--- src/rtl/tx_sched.sv ---
// Round-robin scheduler sharing one serial frame transmitter between N_REQ byte requesters.
// state | meaning:  IDLE | arbitrating;  WAIT | frame in flight, watchdog running;  GAP | enforced inter-frame idle.
module tx_sched #(
  parameter int N_REQ      = 4,
  parameter int DATA_W     = 8,
  parameter int TIMEOUT    = 32,
  parameter int GAP_CYCLES = 2,
  parameter int CNT_W      = 16
) (
  input  logic                      clk,
  input  logic                      rst,
  input  logic [N_REQ-1:0]          req,
  input  logic [N_REQ*DATA_W-1:0]   req_data,
  input  logic [N_REQ-1:0]          en_mask,
  output logic [N_REQ-1:0]          gnt,
  output logic                      tx_start,
  output logic [DATA_W-1:0]         tx_data,
  input  logic                      tx_done,
  output logic                      busy,
  output logic [CNT_W-1:0]          frame_cnt,
  output logic                      timeout_err,
  input  logic                      clr_err
);

  localparam int PTR_W = $clog2(N_REQ);
  localparam int TMR_W = $clog2(TIMEOUT);
  localparam int GAP_W = (GAP_CYCLES > 1) ? $clog2(GAP_CYCLES) : 1;
  localparam logic [TMR_W-1:0] TMR_LAST = TMR_W'(TIMEOUT - 1);
  localparam logic [GAP_W-1:0] GAP_LAST = (GAP_CYCLES > 0) ? GAP_W'(GAP_CYCLES - 1) : '0;

  typedef enum logic [1:0] {IDLE, WAIT, GAP} state_t;

  state_t             state, state_next;
  logic [PTR_W-1:0]   rr_ptr, win_idx;
  logic               win_found;
  logic [N_REQ-1:0]   eligible;
  logic [TMR_W-1:0]   timer;
  logic [GAP_W-1:0]   gap_cnt;
  logic               grant, done_hit, timeout_hit, gap_last;

  assign eligible = req & en_mask;

  // Scan from the slot after the last winner, wrapping around.
  always_comb begin
    win_found = 1'b0;
    win_idx   = '0;
    for (int k = 1; k <= N_REQ; k++) begin
      if (!win_found && eligible[(int'(rr_ptr) + k) % N_REQ]) begin
        win_found = 1'b1;
        win_idx   = PTR_W'((int'(rr_ptr) + k) % N_REQ);
      end
    end
  end

  assign grant       = (state == IDLE) && win_found;
  assign done_hit    = (state == WAIT) && tx_done;
  // A completion arriving on the watchdog's last cycle still counts as success.
  assign timeout_hit = (state == WAIT) && !tx_done && (timer == TMR_LAST);
  assign gap_last    = (gap_cnt == GAP_LAST);
  assign busy        = (state != IDLE);

  always_comb begin
    state_next = state;
    case (state)
      IDLE:    if (win_found) state_next = WAIT;
      WAIT:    if (done_hit || timeout_hit) state_next = (GAP_CYCLES == 0) ? IDLE : GAP;
      GAP:     if (gap_last) state_next = IDLE;
      default: state_next = IDLE;
    endcase
  end

  always_ff @(posedge clk) begin
    if (rst) state <= IDLE;
    else     state <= state_next;
  end

  always_ff @(posedge clk) begin
    if (rst) begin
      gnt         <= '0;
      tx_start    <= 1'b0;
      tx_data     <= '0;
      rr_ptr      <= PTR_W'(N_REQ - 1);
      timer       <= '0;
      gap_cnt     <= '0;
      frame_cnt   <= '0;
      timeout_err <= 1'b0;
    end else begin
      gnt      <= '0;
      tx_start <= 1'b0;
      if (grant) begin
        gnt      <= {{(N_REQ-1){1'b0}}, 1'b1} << win_idx;
        tx_start <= 1'b1;
        tx_data  <= req_data[win_idx*DATA_W +: DATA_W];
        rr_ptr   <= win_idx;
        timer    <= '0;
      end else if (state == WAIT && !done_hit && !timeout_hit) begin
        timer <= timer + 1'b1;
      end

      if (state == GAP && !gap_last) gap_cnt <= gap_cnt + 1'b1;
      else                           gap_cnt <= '0;

      if (done_hit) frame_cnt <= frame_cnt + 1'b1;

      if (timeout_hit)  timeout_err <= 1'b1;
      else if (clr_err) timeout_err <= 1'b0;
    end
  end

endmodule

--- config.mk ---
export PLATFORM = sky130hd
export DESIGN_NAME = tx_sched
export DESIGN_NICKNAME = d
export VERILOG_FILES = /design/src/rtl/tx_sched.sv
export SDC_FILE = /design/constraint.sdc
export NUM_CORES = 1
export LEC_CHECK = 0
export CAP_MARGIN = 40
export CELL_PAD_IN_SITES_DETAIL_PLACEMENT = 1
export CELL_PAD_IN_SITES_GLOBAL_PLACEMENT = 2
export CORE_MARGIN = 2
export CORE_UTILIZATION = 25
export CTS_BUF_LIST = sky130_fd_sc_hd__clkbuf_4
export DETAILED_ROUTE_END_ITERATION = 16
export PLACE_DENSITY = 0.83
export SYNTH_ARGS = -nofsm -noshare
export SYNTH_HDL_FRONTEND = slang
export SYNTH_SLANG_ARGS = --single-unit
--- constraint.sdc ---
create_clock -name clk -period 2.09 [get_ports clk]
set_input_delay 0.5225 -clock clk [delete_from_list [all_inputs] [get_ports clk]]
set_output_delay 0.5225 -clock clk [all_outputs]
set_load 0.005 [all_outputs]
==> results by group <==
CTS
  – Clock transition at path regs: 0.12 ns
  – Post-CTS setup buffers: 0
  – CTS tree: yes
  – Post-CTS resize count: 0
  – Hold buffers post-CTS: 0
  – # clock sinks: 40
  – Max Root-Sink Buffers: 2
  – Clk root buf: clkbuf_4
  – Clock latency at the later pin of the worst-skew pair: 0.34 ns
  – H-tree level count: 2
  – Num CTS Buffers: 5

Min path
  – Cells on Worst Hold Path: 1
  – Worst hold start: gap_cnt
  – Hold Path Class: flop to flop

Final layout
  – Commonest non-fill, non-tap cell in the layout: clkdlybuf4s50_1
  – Nets: between 300 and 400
  – Fin area: 2950 sq um
  – Area growth from synthesis to layout: 53.6%
  – Share of the core filled with cells: about 40%
  – Most frequent cells in the layout: 74 x clkdlybuf4s50_1, 40 x dfxtp_1, 21 x nor2_1
  – ANT cells: 0
  – Layout cells sized above 1: 10.3%

Power and ir drop
  – Worst VDD drop: 0.356 mV
  – Power per standard cell area: roughly 600 nW/um^2
  – Leak: 1.13 nW
  – Total power: 1.82 mW

Global route
  – Tot GR Track Use: 13.3%
  – Number of global-route vias before repair: around 2000
  – Grt total ovfl: 0
  – Met3 usage: under 10%
  – Pin count of the biggest net entering global routing: 20
  – Initial antenna violation count: 0
  – GRT met2 Usage: 22.6%
  – Global-route wire length before repair: 9160 um
  – Gr busiest metal: met2
  – GR Util met1: 16.5%

Floorplanning
  – Core Area: 7330 sq um
  – Initial Util: 26.2%
  – I/O pin total: between 70 and 80
  – Chip height: between 90 and 100 um
  – Die X: 91.7 um
  – Die area: 8400 sq um
  – Rows: 31

STA
  – Final Setup Violations: 0
  – Fin crit share: between 90 and 100%
  – Time the worst path needs with I/O delays and setup: roughly 2.0 ns
  – Slew Viols, Final: 0
  – Worst setup margin: 0.118 ns
  – RSZ-0062 raised after global routing: false
  – Max Clk Rate: 0.507 GHz
  – Worst hold slack: 0.406 ns
  – Clock skew: roughly 0.010 ns
  – Final hold viol count: 0
  – Actual slew at the worst max-slew pin: between 0.3 and 0.4 ns
  – Worst slew margin: 75.4%

Yosys
  – Synth warn: 0
  – Ys flop type: dfxtp_1
  – Synth unique cells: 45
  – Syn Inst Count: approximately 220
  – Asr flop ratio synth: 0%
  – Post-synthesis sequential area ratio: 41.7%
  – Number of flops mapped to enable cells by yosys: 0
  – Synth Net Count: between 200 and 300
  – Seq cells post-synth: 40
  – Average cell area after synthesis: 8.86 sq um
  – Post-Syn Area: around 1900 sq um

Setup path
  – Slowest stage cell, crit path: clkdlybuf4s50_1
  – CP Class: flop to primary output
  – Levels on crit path: 2
  – Crit path largest cell delay: around 0.52 ns
  – CP required: 1.57 ns
  – CP max FO: 5
  – Critical path origin: state[0]
  – CP arrival: approximately 1.5 ns
  – Largest delay share family, worst path: buffers and inverters
  – FF-to-FF Start: rr_ptr[1]
  – Worst path cell trace: or2_1 > clkdlybuf4s50_1
  – CP Launch Type: flop
  – Type of destination of the critical path: primary output
  – R2R depth: 6
  – CP bufs+invs: 1

Route
  – Vias: 1896
  – DRT Wirelength: 5300 um
  – WL/cell: 13.0 um
  – First-pass iteration count of the detailed router: 4
  – Vias per Instance: ~4.6
  – DRT antenna net count: 0
  – DRC violations left: 0
  – Initial DRC Count: 48

Run status
  – Status: finished clean

Place
  – Hpwl dp: 4220 um
  – GPL Wtd Cong: approximately 0.78
  – Placed Area: 2870 sq um
  – IO buf count: 74
  – DP Worst Slack: -0.197 ns

Run
  – Max cap viols: 0
-- state kept, by name, summed over array words and instances (netlist names) --
name         cells
frame_cnt       16
tx_data          8
timer            5
gnt              4
rr_ptr           2
state            2
gap_cnt          1
timeout_err      1
tx_start         1
-- where the power goes --
| part | total (mW) | internal [mW] | leakage (nW) | switching (mW) |
|---|---|---|---|---|
| registers | 0.857 | 0.816 | 0.325 | 0.0407 |
| logic | 0.451 | 0.270 | 0.764 | 0.182 |
| clock network | 0.515 | 0.264 | 0.0456 | 0.251 |
| total | 1.82 | 1.35 | 1.13 | 0.473 |
-- area by class of cell --
class,count,area [sq um]
inverters,8,30.0
repair buffers,93,883
well taps,99,124
clock buffers,6,45.0
fillers,855,4380
multi-input cells,161,1030
clock inverters,2,35.0
flip-flops and latches,40,801
-- worst reg2reg max path: cells and delay by family (launching register included) --
| kind | cells | cell delay, ns |
|---|---|---|
| muxes | 1 | 0.22 |
| AOI/OAI and AO/OA | 2 | 0.40 |
| buffers and inverters | 1 | 0.17 |
| and+or+nand+nor | 2 | 0.31 |
| DFF | 1 | 0.53 |
-- Yosys cell counts (5+ instances only) --
cell,number,share of area [%]
and3_1,12,3.9
nor3_1,6,1.6
a21boi_0,5,2.0
xor2_1,7,3.2
nand3_1,6,1.6
dfxtp_1,40,42
nor2_1,21,4.1
mux2i_1,11,5.7
o21ai_1,11,2.9
xnor2_1,7,3.2
nand2_1,20,3.9
a21oi_1,6,1.6
o211ai_1,10,3.9
inv_1,7,1.4
-- path summary, 6_finish.rpt --
kind	to	slack, ns
min	gap_cnt	0.41
max	busy	0.12
min reg2reg	gap_cnt	0.41
max reg2reg	tx_data[4]	0.34
-- cell families (layout without fill, tap and decap cells) --
group	count (synthesis)	in the layout	synth area share [%]
AO/OA/AOI/OAI	46	46	16.7
adder cells (fa/ha/maj)	3	3	1.95
multiplexers	11	11	5.73
flip-flops	40	40	41.7
AND/OR/NAND/NOR	87	87	23.1
XOR/XNOR	14	14	6.38
buffers and inverters	16	109	4.49
-- stage by stage --
step / setup TNS, ns / cells
floorplan: 0 / 217
global placement: -1.55 / 401
detailed placement: -1.97 / 401
CTS: 0 / 409
global route: 0 / 409
finish: 0 / 409
-- routing by layer --
layer | vias up | wire, um
met5 | - | 0
met4 | 0 | 44
met3 | 5 | 391
met2 | 64 | 2390
met1 | 874 | 2470
li1 | 953 | -
Note: power is estimated with default switching activity, not from simulation.
